### config.mk
export PLATFORM = sky130hd
export DESIGN_NAME = card_dat_responder
export DESIGN_NICKNAME = d
export VERILOG_FILES = /design/src/rtl/card_dat_responder.sv
export SDC_FILE = /design/constraint.sdc
export NUM_CORES = 1
export LEC_CHECK = 0
export CAP_MARGIN = 10
export CORE_MARGIN = 3
export CORE_UTILIZATION = 50
export CTS_CLUSTER_DIAMETER = 120
export DETAILED_ROUTE_END_ITERATION = 10
export GPL_ROUTABILITY_DRIVEN = 1
export GPL_TIMING_DRIVEN = 0
export PLACE_DENSITY = 0.77
export SYNTH_ARGS = -nofsm -noshare
export SYNTH_HDL_FRONTEND = slang
export SYNTH_SLANG_ARGS = --single-unit
### constraint.sdc
create_clock -name sd_clock -period 4.5 [get_ports sd_clock]
set_input_delay 0.9 -clock sd_clock [delete_from_list [all_inputs] [get_ports sd_clock]]
set_output_delay 0.9 -clock sd_clock [all_outputs]
set_load 0.02 [all_outputs]
### src/rtl/card_dat_responder.sv
// Card-side DAT line engine for single-bit SD-style block transfers.
// Write path: wait for the host start bit and receive data plus CRC16. Then
// turn the line around, send a CRC status token and hold busy low.
// Read path: fetch a payload word and send a start bit, the data, the CRC16,
// an end bit and an inter-block gap. Both paths repeat for multi-block transfers.
//
// Frame on the wire: start 0, 32 data bits MSB first, CRC16 MSB first
// (x^16+x^12+x^5+1, seed 0, data bits only), end 1.
//
// tx handshake: a word moves on the rising edge where tx_valid && tx_ready.
// tx_ready depends only on state (and abort), never on tx_valid. The source
// holds tx_data stable while tx_valid is high and the word is not yet taken.
module card_dat_responder #(
    parameter int BUSY_CYCLES = 8,
    parameter int TIMEOUT     = 1024
) (
    input  logic        sd_clock,
    input  logic        reset,
    input  logic        dat_in,
    output logic        dat_out,
    output logic        dat_oe,
    input  logic        start_write,
    input  logic        start_read,
    input  logic        multiple,
    input  logic [3:0]  blocks,
    input  logic        abort,
    input  logic [31:0] tx_data,
    input  logic        tx_valid,
    output logic        tx_ready,
    output logic [31:0] rx_data,
    output logic        rx_valid,
    output logic        crc_error,
    output logic        timeout_error,
    output logic        done,
    output logic        busy,
    output logic [3:0]  state_dbg
);

    typedef enum logic [3:0] {
        IDLE     = 4'd0,
        RX_WAIT  = 4'd1,
        RX_DATA  = 4'd2,
        RX_CRC   = 4'd3,
        RX_END   = 4'd4,
        TURN     = 4'd5,
        TOKEN    = 4'd6,
        BUSY     = 4'd7,
        TX_FETCH = 4'd8,
        TX_DATA  = 4'd9,
        TX_CRC   = 4'd10,
        TX_END   = 4'd11,
        TX_GAP   = 4'd12
    } state_t;

    localparam int              TW         = $clog2(TIMEOUT + 1);
    localparam logic [TW-1:0]   TIMER_LAST = TW'(TIMEOUT - 1);
    localparam logic [5:0]      BUSY_LAST  = 6'(BUSY_CYCLES - 1);
    localparam logic [15:0]     CRC_POLY   = 16'h1021;
    localparam logic [4:0]      TOKEN_GOOD = 5'b00101;
    localparam logic [4:0]      TOKEN_BAD  = 5'b01011;

    state_t        state;
    state_t        state_next;
    logic [5:0]    bit_cnt;
    logic [4:0]    blk_cnt;
    logic [TW-1:0] timer;
    logic [15:0]   crc;
    logic [15:0]   rcv_crc;
    logic [31:0]   rx_shift;
    logic [31:0]   tx_shift;
    logic          multiple_q;
    logic [3:0]    blocks_q;
    logic          fetched;
    logic          crc_ok;
    logic          blk_done;
    logic          rx_good;
    logic [4:0]    target;
    logic          more_blocks;
    logic [4:0]    token_pat;

    // One serial CRC16 step: shift left, fold in the polynomial on feedback.
    function automatic logic [15:0] crc_step(input logic [15:0] c, input logic b);
        logic fb;
        fb = c[15] ^ b;
        crc_step = {c[14:0], 1'b0} ^ (fb ? CRC_POLY : 16'h0000);
    endfunction

    // A single block is implied when multi-block is off or the count is zero.
    assign target      = (!multiple_q || blocks_q == 4'd0) ? 5'd1 : {1'b0, blocks_q};
    assign more_blocks = (blk_cnt + 5'd1) < target;
    assign rx_good     = (crc == rcv_crc) && dat_in;
    assign token_pat   = crc_ok ? TOKEN_GOOD : TOKEN_BAD;
    assign rx_data     = rx_shift;
    assign busy        = (state != IDLE);
    assign state_dbg   = state;

    // State register.
    always_ff @(posedge sd_clock or posedge reset) begin
        if (reset) begin
            state <= IDLE;
        end else begin
            state <= state_next;
        end
    end

    // Next-state and pad/pulse outputs; abort overrides everything at the end.
    always_comb begin
        state_next    = state;
        dat_oe        = 1'b0;
        dat_out       = 1'b1;
        tx_ready      = 1'b0;
        rx_valid      = 1'b0;
        crc_error     = 1'b0;
        timeout_error = 1'b0;
        done          = 1'b0;
        blk_done      = 1'b0;
        case (state)
            IDLE: begin
                if (start_write) begin
                    state_next = RX_WAIT;
                end else if (start_read) begin
                    state_next = TX_FETCH;
                end
            end
            RX_WAIT: begin
                if (!dat_in) begin
                    state_next = RX_DATA;
                end else if (timer == TIMER_LAST) begin
                    timeout_error = 1'b1;
                    state_next    = IDLE;
                end
            end
            RX_DATA: begin
                if (bit_cnt == 6'd31) begin
                    state_next = RX_CRC;
                end
            end
            RX_CRC: begin
                if (bit_cnt == 6'd15) begin
                    state_next = RX_END;
                end
            end
            RX_END: begin
                if (rx_good) begin
                    rx_valid = 1'b1;
                end else begin
                    crc_error = 1'b1;
                end
                state_next = TURN;
            end
            TURN: begin
                if (bit_cnt == 6'd1) begin
                    state_next = TOKEN;
                end
            end
            TOKEN: begin
                dat_oe  = 1'b1;
                dat_out = token_pat[3'd4 - bit_cnt[2:0]];
                if (bit_cnt == 6'd4) begin
                    if (crc_ok) begin
                        state_next = BUSY;
                    end else begin
                        done       = 1'b1;
                        state_next = IDLE;
                    end
                end
            end
            BUSY: begin
                dat_oe  = 1'b1;
                dat_out = 1'b0;
                if (bit_cnt == BUSY_LAST) begin
                    blk_done = 1'b1;
                    if (more_blocks) begin
                        state_next = RX_WAIT;
                    end else begin
                        done       = 1'b1;
                        state_next = IDLE;
                    end
                end
            end
            TX_FETCH: begin
                // First phase waits for a word; second phase is the start bit.
                if (!fetched) begin
                    tx_ready = 1'b1;
                end else begin
                    dat_oe     = 1'b1;
                    dat_out    = 1'b0;
                    state_next = TX_DATA;
                end
            end
            TX_DATA: begin
                dat_oe  = 1'b1;
                dat_out = tx_shift[31];
                if (bit_cnt == 6'd31) begin
                    state_next = TX_CRC;
                end
            end
            TX_CRC: begin
                dat_oe  = 1'b1;
                dat_out = crc[15];
                if (bit_cnt == 6'd15) begin
                    state_next = TX_END;
                end
            end
            TX_END: begin
                dat_oe     = 1'b1;
                dat_out    = 1'b1;
                state_next = TX_GAP;
            end
            TX_GAP: begin
                dat_oe  = 1'b1;
                dat_out = 1'b1;
                if (bit_cnt == 6'd1) begin
                    blk_done = 1'b1;
                    if (more_blocks) begin
                        state_next = TX_FETCH;
                    end else begin
                        done       = 1'b1;
                        state_next = IDLE;
                    end
                end
            end
            default: begin
                state_next = IDLE;
            end
        endcase
        if (abort) begin
            state_next    = IDLE;
            tx_ready      = 1'b0;
            rx_valid      = 1'b0;
            crc_error     = 1'b0;
            timeout_error = 1'b0;
            done          = 1'b0;
            blk_done      = 1'b0;
        end
    end

    // Counters, shift registers and CRC datapath.
    always_ff @(posedge sd_clock or posedge reset) begin
        if (reset) begin
            bit_cnt    <= '0;
            blk_cnt    <= '0;
            timer      <= '0;
            crc        <= '0;
            rcv_crc    <= '0;
            rx_shift   <= '0;
            tx_shift   <= '0;
            multiple_q <= 1'b0;
            blocks_q   <= '0;
            fetched    <= 1'b0;
            crc_ok     <= 1'b0;
        end else begin
            // Bit counter restarts on every state change.
            if (state == IDLE || state_next != state) begin
                bit_cnt <= '0;
            end else begin
                bit_cnt <= bit_cnt + 6'd1;
            end

            // Timeout counter only runs while waiting for a start bit.
            if (state == RX_WAIT && state_next == RX_WAIT) begin
                timer <= timer + TW'(1);
            end else begin
                timer <= '0;
            end

            // Transfer shape is sampled continuously in IDLE, so it is frozen on exit.
            if (state == IDLE) begin
                multiple_q <= multiple;
                blocks_q   <= blocks;
                blk_cnt    <= '0;
            end else if (blk_done) begin
                blk_cnt <= blk_cnt + 5'd1;
            end

            if (state == TX_FETCH && !fetched) begin
                fetched <= tx_valid && tx_ready;
            end else begin
                fetched <= 1'b0;
            end

            if (tx_valid && tx_ready) begin
                tx_shift <= tx_data;
            end else if (state == TX_DATA) begin
                tx_shift <= {tx_shift[30:0], 1'b0};
            end

            case (state)
                IDLE, RX_WAIT, TX_FETCH: begin
                    crc     <= '0;
                    rcv_crc <= '0;
                end
                RX_DATA: begin
                    rx_shift <= {rx_shift[30:0], dat_in};
                    crc      <= crc_step(crc, dat_in);
                end
                RX_CRC: begin
                    rcv_crc <= {rcv_crc[14:0], dat_in};
                end
                RX_END: begin
                    crc_ok <= rx_good;
                end
                TX_DATA: begin
                    crc <= crc_step(crc, tx_shift[31]);
                end
                TX_CRC: begin
                    crc <= {crc[14:0], 1'b0};
                end
                default: begin
                end
            endcase
        end
    end

endmodule

; Yosys cells after proc, flatten, opt, wreduce, memory -nomap -nowiden
; Cells that the tools add are included.
[word_totals]
register_bits = 129
inputBits = 44
out_inout_bits = 44
word_cells = 120
[classes]
add_sub_neg = 4
magnitude_cmp = 2
eq_ne = 21
muxes = 60
bitwise = 4
n_reduce_logical = 17
[ops]
columns = cell, count
row1 = $mux 4, 17
row2 = $mux 32, 2
row3 = $pmux 16 s4, 1
row4 = $pmux 4 s13, 1
row5 = $pmux 16 s2, 1
row6 = $xor 16x13->16, 2
row7 = $mux 1, 26
row8 = $mux 13, 2
row9 = $eq 4x4->1 const B, 5
row10 = $eq 16x16->1, 1
row11 = $eq 4x3->1 const B, 4
row12 = $eq 6x3->1 const B, 2
row13 = $add 11x1->11 const B, 1
row14 = $eq 11x10->1 const B, 1
row15 = $mux 11, 1
row16 = $mux 5, 2
row17 = $eq 4x1->1 const B, 2
row18 = $eq 4x2->1 const B, 2
row19 = $logic_not 4->1, 2
row20 = $reduce_bool 4->1, 2
row21 = $add 6x1->6 const B, 1
row22 = $eq 6x1->1 const B, 1
row23 = $eq 6x4->1 const B, 1
row24 = $eq 6x5->1 const B, 1
row25 = 18 further kinds, 27

; Logic depth before layout (Yosys ltp)
; Gate-level depths: netlist of the first run.
[depth]
word_depth = 11
ltp_mapped = 9
ltp_nobuf = 9

; Worst setup path after synthesis of the first run
; Ideal clock, no wire load.
[synth_timing]
path_kind = input to output
from = input port dat_in
to = output port timeout_error
t_arrival_ps = 2225
t_required_ps = 3600
slack_ps = 1375
stages = 3
n_path_buf = 0
cell_sequence = nor2b_2 or3b_2 nor4_1
[synth_between]
elab_chain_len = 3
[synth_lines]
columns = element, line
row1 = "start, declared", 19  ; input logic dat_in,
row2 = $mux 1, 126  ; if (!dat_in) begin
row3 = $mux 1, 117  ; case (state)
row4 = $mux 1, 227  ; if (abort) begin
row5 = "end, declared", 33  ; output logic timeout_error,
; No other way between the ends.

; Worst setup path after layout of the first run
; Ends and elaborated chain as after synthesis.

==> metrics.md, run 1 <==
| Metric | Value |
|---|---|
| Detailed Place HPWL | 11100 um |
| Core area | 0.0123 sq mm |
| GP Congestion | 0.902 |
| Arrival time at the worst endpoint | 3.31 ns |
| Worst reg2reg startpoint | blk_cnt[0]$_DFFE_PP0P_ |
| # IOs | 88 |
| Area post-placement | 0.00749 sq mm |
| Initial DRT Pass Iterations | 5 |
| Die Wd | 119 um |
| RSZ-0062 raised after global routing | no |
| Met3 WL | 881 um |
| HP Start | blocks_q[0]$_DFFE_PP0P_ |
| DRC marker count from the first detailed-route iteration | 324 |
| Pwr/cell area | 484 mW/mm^2 |
| Hold/Removal Path Class | reg2reg |
| Slew Viols, Final | 0 |
| VDD IR max | 0.345 mV |
| Reg2reg path depth | 9 |
| Highest metal used | met4 |
| Worst-path fanout max | 6 |
| Status | finished, final reports clean |
| Async S/R FF share, synth | 1.00 |
| Vias | 5355 |
| Vias in the first global route | 5314 |
| WHS Endpoint | blocks_q[0]$_DFFE_PP0P_ |
| Buffers on Ports | 87 |
| Max Cap Viol | 0 |
| Clock Tree Buf Depth | 2 |
| Startpoint Class | input port |
| Hold depth | 2 |
| Clk root buf | clkbuf_16 |
| Hold_buf cts | 0 |
| Mean Syn Cell Area | 9.35 sq um |
| Initial antenna violation count | 0 |
| Crit path from | dat_in |
| CTS resizes | 0 |
| Drc violations | 0 |
| Cell count after synthesis | 682 |
| Count of final hold-check violations | 0 |
| Clk Latency, worst-skew pair | 0.42 ns |
| Setup violations, final | 0 |
| Critical path type | in2out |
| Most used DFF post-synth | dfrtp_1 |
| Average wire per standard cell | 16.4 um |
| H-tree levels | 4 |
| Flop-to-flop setup slack | 1.66 ns |
| Period utilization | 0.935 |
| Most frequent cells in the layout | nand2_1, dfrtp_1, clkdlybuf4s50_1, nor2_1 |
| Register area share after synthesis | 0.506 |
| Setup_tns | 0 ns |
| #FFs+latches synth | 129 |
| DR vias/cell | 5.52 |
| Pin count of the biggest net entering global routing | 106 |
| Layout cells sized above 1 | 0.0810 |
| Final min period | 4.21 ns |
| TritonCTS clock tree | done |
| Clock sinks | 129 |
| Die extent in y | 119 um |
| Met2 routed WL | 7530 um |
| Clk slew on worst S/H paths | 0.06 ns |
| Syn Nets | 735 |
| Total GRT Usage | 0.233 |
| Post-synth EDFFs | 0 |
| Global-route wire length before repair | 26500 um |
| Post-Synthesis Cell Area | 0.00638 sq mm |
| Rel. slew slack | 0.563 |
| Commonest non-fill, non-tap cell in the layout | nand2_1 |
| Reg2reg end | timer[2]$_DFF_PP0_ |
| Final Cell Area | 0.00818 sq mm |
| Met1 wire length | 7210 um |
| Fmax | 238 MHz |
| Hold Slack | 0.479 ns |
| Ant diodes | 0 |
| CTS Buf Count | 17 |
| Die area | 0.0141 sq mm |
| Initial Utilization | 0.520 |
| Post-CTS setup buffer count | 0 |
| Nets | 842 |
| Grt total ovfl | 0 |
| Netlist cell types | 72 |
| Static Leak | 3.68 nW |
| YS warnings | 0 |
| DRT Wirelength | 15900 um |
| Req. time, crit path | 3.60 ns |
| Final ANT Viol Nets | 0 |
| Clk_skew | 0.00591 ns |
| Worst-margin pin slew | 0.655 ns |
| Area growth, synth to finish | 28.3% |
| Row cnt | 40 |
| CP Capture Type | primary output |
==> routing by layer <==
layer,global-route usage,vias up
li1,-,2566
met1,0.313,2612
met2,0.371,148
met3,0.0613,29
met4,0.0789,0
met5,0,-
==> critical path, cell delays in order <==
cell,delay (ns)
clkdlybuf4s50_1,0.75
nor2b_2,0.30
or3b_2,0.49
nor4_1,0.23
clkdlybuf4s50_1,0.64
==> final cells by class <==
class                      instances  area (sq um)
fill                             972          4080
multi-input combinational        501          2930
inverter                          12          50.0
timing repair buffer              88           898
tap                              168           210
clock buffer                      21           470
clock inverter                    11           223
buffer                            40           175
sequential                       129          3230
==> cells in the mapped netlist (3+ instances only) <==
master | count | area share
buf_4 | 3 | 0.0035
dfrtp_1 | 129 | 0.51
nand2b_1 | 6 | 0.0059
xnor2_1 | 24 | 0.033
and2_1 | 3 | 0.0029
o21ai_0 | 10 | 0.0078
nor4_1 | 3 | 0.0029
nand3_1 | 15 | 0.012
nand3b_1 | 5 | 0.0059
nor3_1 | 12 | 0.0094
clkbuf_1 | 30 | 0.018
nor2_1 | 55 | 0.032
nand2_1 | 201 | 0.12
a21oi_1 | 9 | 0.0071
ha_1 | 9 | 0.018
inv_1 | 11 | 0.0065
nand4_1 | 7 | 0.0069
xor2_1 | 9 | 0.012
mux2i_1 | 4 | 0.0063
o22ai_1 | 3 | 0.0029
a22o_1 | 30 | 0.041
o21a_1 | 3 | 0.0035
and3_1 | 3 | 0.0029
a31oi_1 | 31 | 0.030
buf_2 | 5 | 0.0039
==> cell families (layout without fill, tap and decap cells) <==
kind of cell,count (synthesis),count (layout),share of synthesized area
AND/OR/NAND/NOR,336,336,0.242
flip-flops,129,129,0.506
AO/OA/AOI/OAI,117,117,0.144
buffers and inverters,52,172,0.0345
XOR/XNOR,33,33,0.0453
adder cells (fa/ha/maj),9,9,0.0177
multiplexers,6,6,0.0104
==> metrics by stage <==
stage                     worst slack (ns)  power, mW   util  std cells
after global placement               -1.37       2.32  0.608        937
after global routing                 0.290       4.16  0.667        970
after detailed placement             0.350       2.36  0.611        938
after floorplan                      0.159       2.06      -        682
after CTS                            0.351       3.98  0.667        970
final                                0.292       3.96  0.667        970
==> power breakdown <==
| part | total (mW) | internal (mW) | switching (mW) |
|---|---|---|---|
| Sequential | 1.51 | 1.37 | 0.149 |
| Clock | 1.61 | 1.09 | 0.515 |
| Combinational | 0.841 | 0.349 | 0.492 |
| Total | 3.96 | 2.81 | 1.16 |
==> registers in the layout (all words and copies together) (netlist names) <==
register and count:
crc_ok 1, bit_cnt 6, tx_shift 32, blocks_q 4
crc 16, state_dbg 4, fetched 1, blk_cnt 5
rx_data 32, rcv_crc 16, multiple_q 1, timer 11
==> worst max path at each step <==
stage	endpoint	slack (ns)	cells after the start
2_1_floorplan	bit_cnt[0]$_DFF_PP0_	0.16	1
3_3_place_gp	timer[8]$_DFF_PP0_	-1.37	2
3_5_place_dp	timeout_error	0.35	5
4_1_cts	timeout_error	0.35	5
5_1_grt	timeout_error	0.29	5
6_report	timeout_error	0.29	5
Power figures use the tool's default switching activity.
==> run 2, diff against run 1 <==
CTS_CLUSTER_SIZE = 16   (was not set)
==> results of run 2 <==
No change in the layout: final DEF, timing and power equal those of run 1.
==> RTL change, RTL diff (settings of run 2) <==
Put one more register stage on the output `state_dbg`, cleared by the reset. The value now appears one clock later. The other outputs are not delayed to match.
--- a/src/rtl/card_dat_responder.sv
+++ b/src/rtl/card_dat_responder.sv
@@ -92,7 +92,13 @@
     assign token_pat   = crc_ok ? TOKEN_GOOD : TOKEN_BAD;
     assign rx_data     = rx_shift;
     assign busy        = (state != IDLE);
-    assign state_dbg   = state;
+    always_ff @(posedge sd_clock or posedge reset) begin
+        if (reset) begin
+            state_dbg <= '0;
+        end else begin
+            state_dbg <= state;
+        end
+    end
 
     // State register.
     always_ff @(posedge sd_clock or posedge reset) begin
Check against the original RTL: not equivalent (Yosys sat finds a counterexample within 4 cycles, from zero or initial values and one cycle with reset high).
==> RTL change against run 2 <==
  * Final area shrank 0.95%
  * Wire length down 3.8%
  * Sequential cell count is 4 higher
  * Synthesized area is 1.1% higher
  * Setup slack better by 0.22 ns
  * Critical path depth grew 4
  * Via count about the same
  * Clock skew grew 0.0048 ns
  * Total power increased by 4.7%
  * Critical path type is now reg2out
  * Largest power group is now registers
==> RTL change: results (changes against run 2) <==
| Metric | Value |
|---|---|
| Outcome | finished, final reports clean |
| Mux cell area share after synthesis | 0.466% (-0.57 points) |
| Worst hold path startpoint | state[2]$_DFF_PP0_ |
| Synth Area in XOR/XNOR | 4.35% (-0.18 points) |
| Worst Hold Endpoint | state_dbg[2]$_DFF_PP0_ |
| Post-synth top cells | nand2_1 (196), dfrtp_1 (133), nor2_1 (58) |
| Mapped Cells | 694 (+1.8%) |
| Sequential cell area share | 41.1% (+1.6 points) |
| WL final | 15300 µm (-3.8%) |
| Fin crit share | 88.6% (-4.9 points) |
| Leakage | 0.00372 µW (+0.86%) |
| Metal1 wirelength | 7040 µm (-2.4%) |
| Gpl congestion | 0.899 (-0.42%) |
| Dpl cells | 949 (+1.2%) |
| Grt met2 use | 35.0% (-2.1 points) |
| P_clk | 1300 µW (-19%) |
| Wire length per cell | 15.6 µm (-4.7%) |
| Metal3 WL | 803 µm (-8.9%) |
| # port buffers | 86 (-1.1%) |
| Layout Nets | 853 (+1.3%) |
| ClkCell Share | 6.87% (-1.6 points) |
| Post-synth cell types | 64 (-11%) |
| Seq/Total Area, Yosys | 51.6% (+1.0 points) |
| Compound-Gate Fraction of Synth Area | 13.0% (-1.4 points) |
| Initial DRC Count | 335 (+3.4%) |
| End of the critical path | done |
| Fraction of area in multi-input gates | 35.5% (-0.31 points) |
| Pre-CTS setup slack | 0.776 ns (+0.426 ns) |
| Vias in the first global route | 5378 (+1.2%) |
| WP data arrival | 3.09 ns (-0.22 ns) |
| Post-Route Skew | 0.0107 ns (+0.00475 ns) |
| # fillers | 996 (+2.5%) |
| Synth Register Bits | 133 (+3.1%) |
| R2R setup slack | 1.97 ns (+0.31 ns) |
| Clock buf count | 20 (-4.8%) |
| HPWL after detailed placement | 10900 µm (-2.4%) |
| First-pass GRT wire length | 26100 µm (-1.8%) |
| Internal | 2720 µW (-3.2%) |
| Met1 global-route usage | 31.4% (+0.17 points) |
[RTL change: kinds of logic (layout without fill, tap and decap cells)]
family                   count (synthesis)  in the layout
multiplexers                             3              3
adder cells (fa/ha/maj)                  9              9
AO/OA/AOI/OAI                          116            116
AND/OR/NAND/NOR                        348            348
buffers and inverters                   53            170
flip-flops                             133            133
XOR/XNOR                                32             32
[RTL change: worst max-delay path: cells and delay by family (launching register included)]
kind                       cells  cell delay, ns
xor gates and xnor gates       1            0.17
and+or+nand+nor                3            0.50
DFF                            1            0.43
buffers and inverters          1            0.61
adders and majority gates      2            0.58
AOI/OAI and AO/OA              2            0.39
[RTL change: through the flow]
step                      hold WS, ns  total power (µW)  cell area, µm²  util (%)
after floorplan                 0.355              2440            6450         -
after global placement          0.370              2800            7520      61.1
after detailed placement        0.376              2850            7550      61.3
after CTS                       0.391              4170            8110      65.8
after global routing            0.409              4400            8110      65.8
final                           0.389              4150            8110      65.8
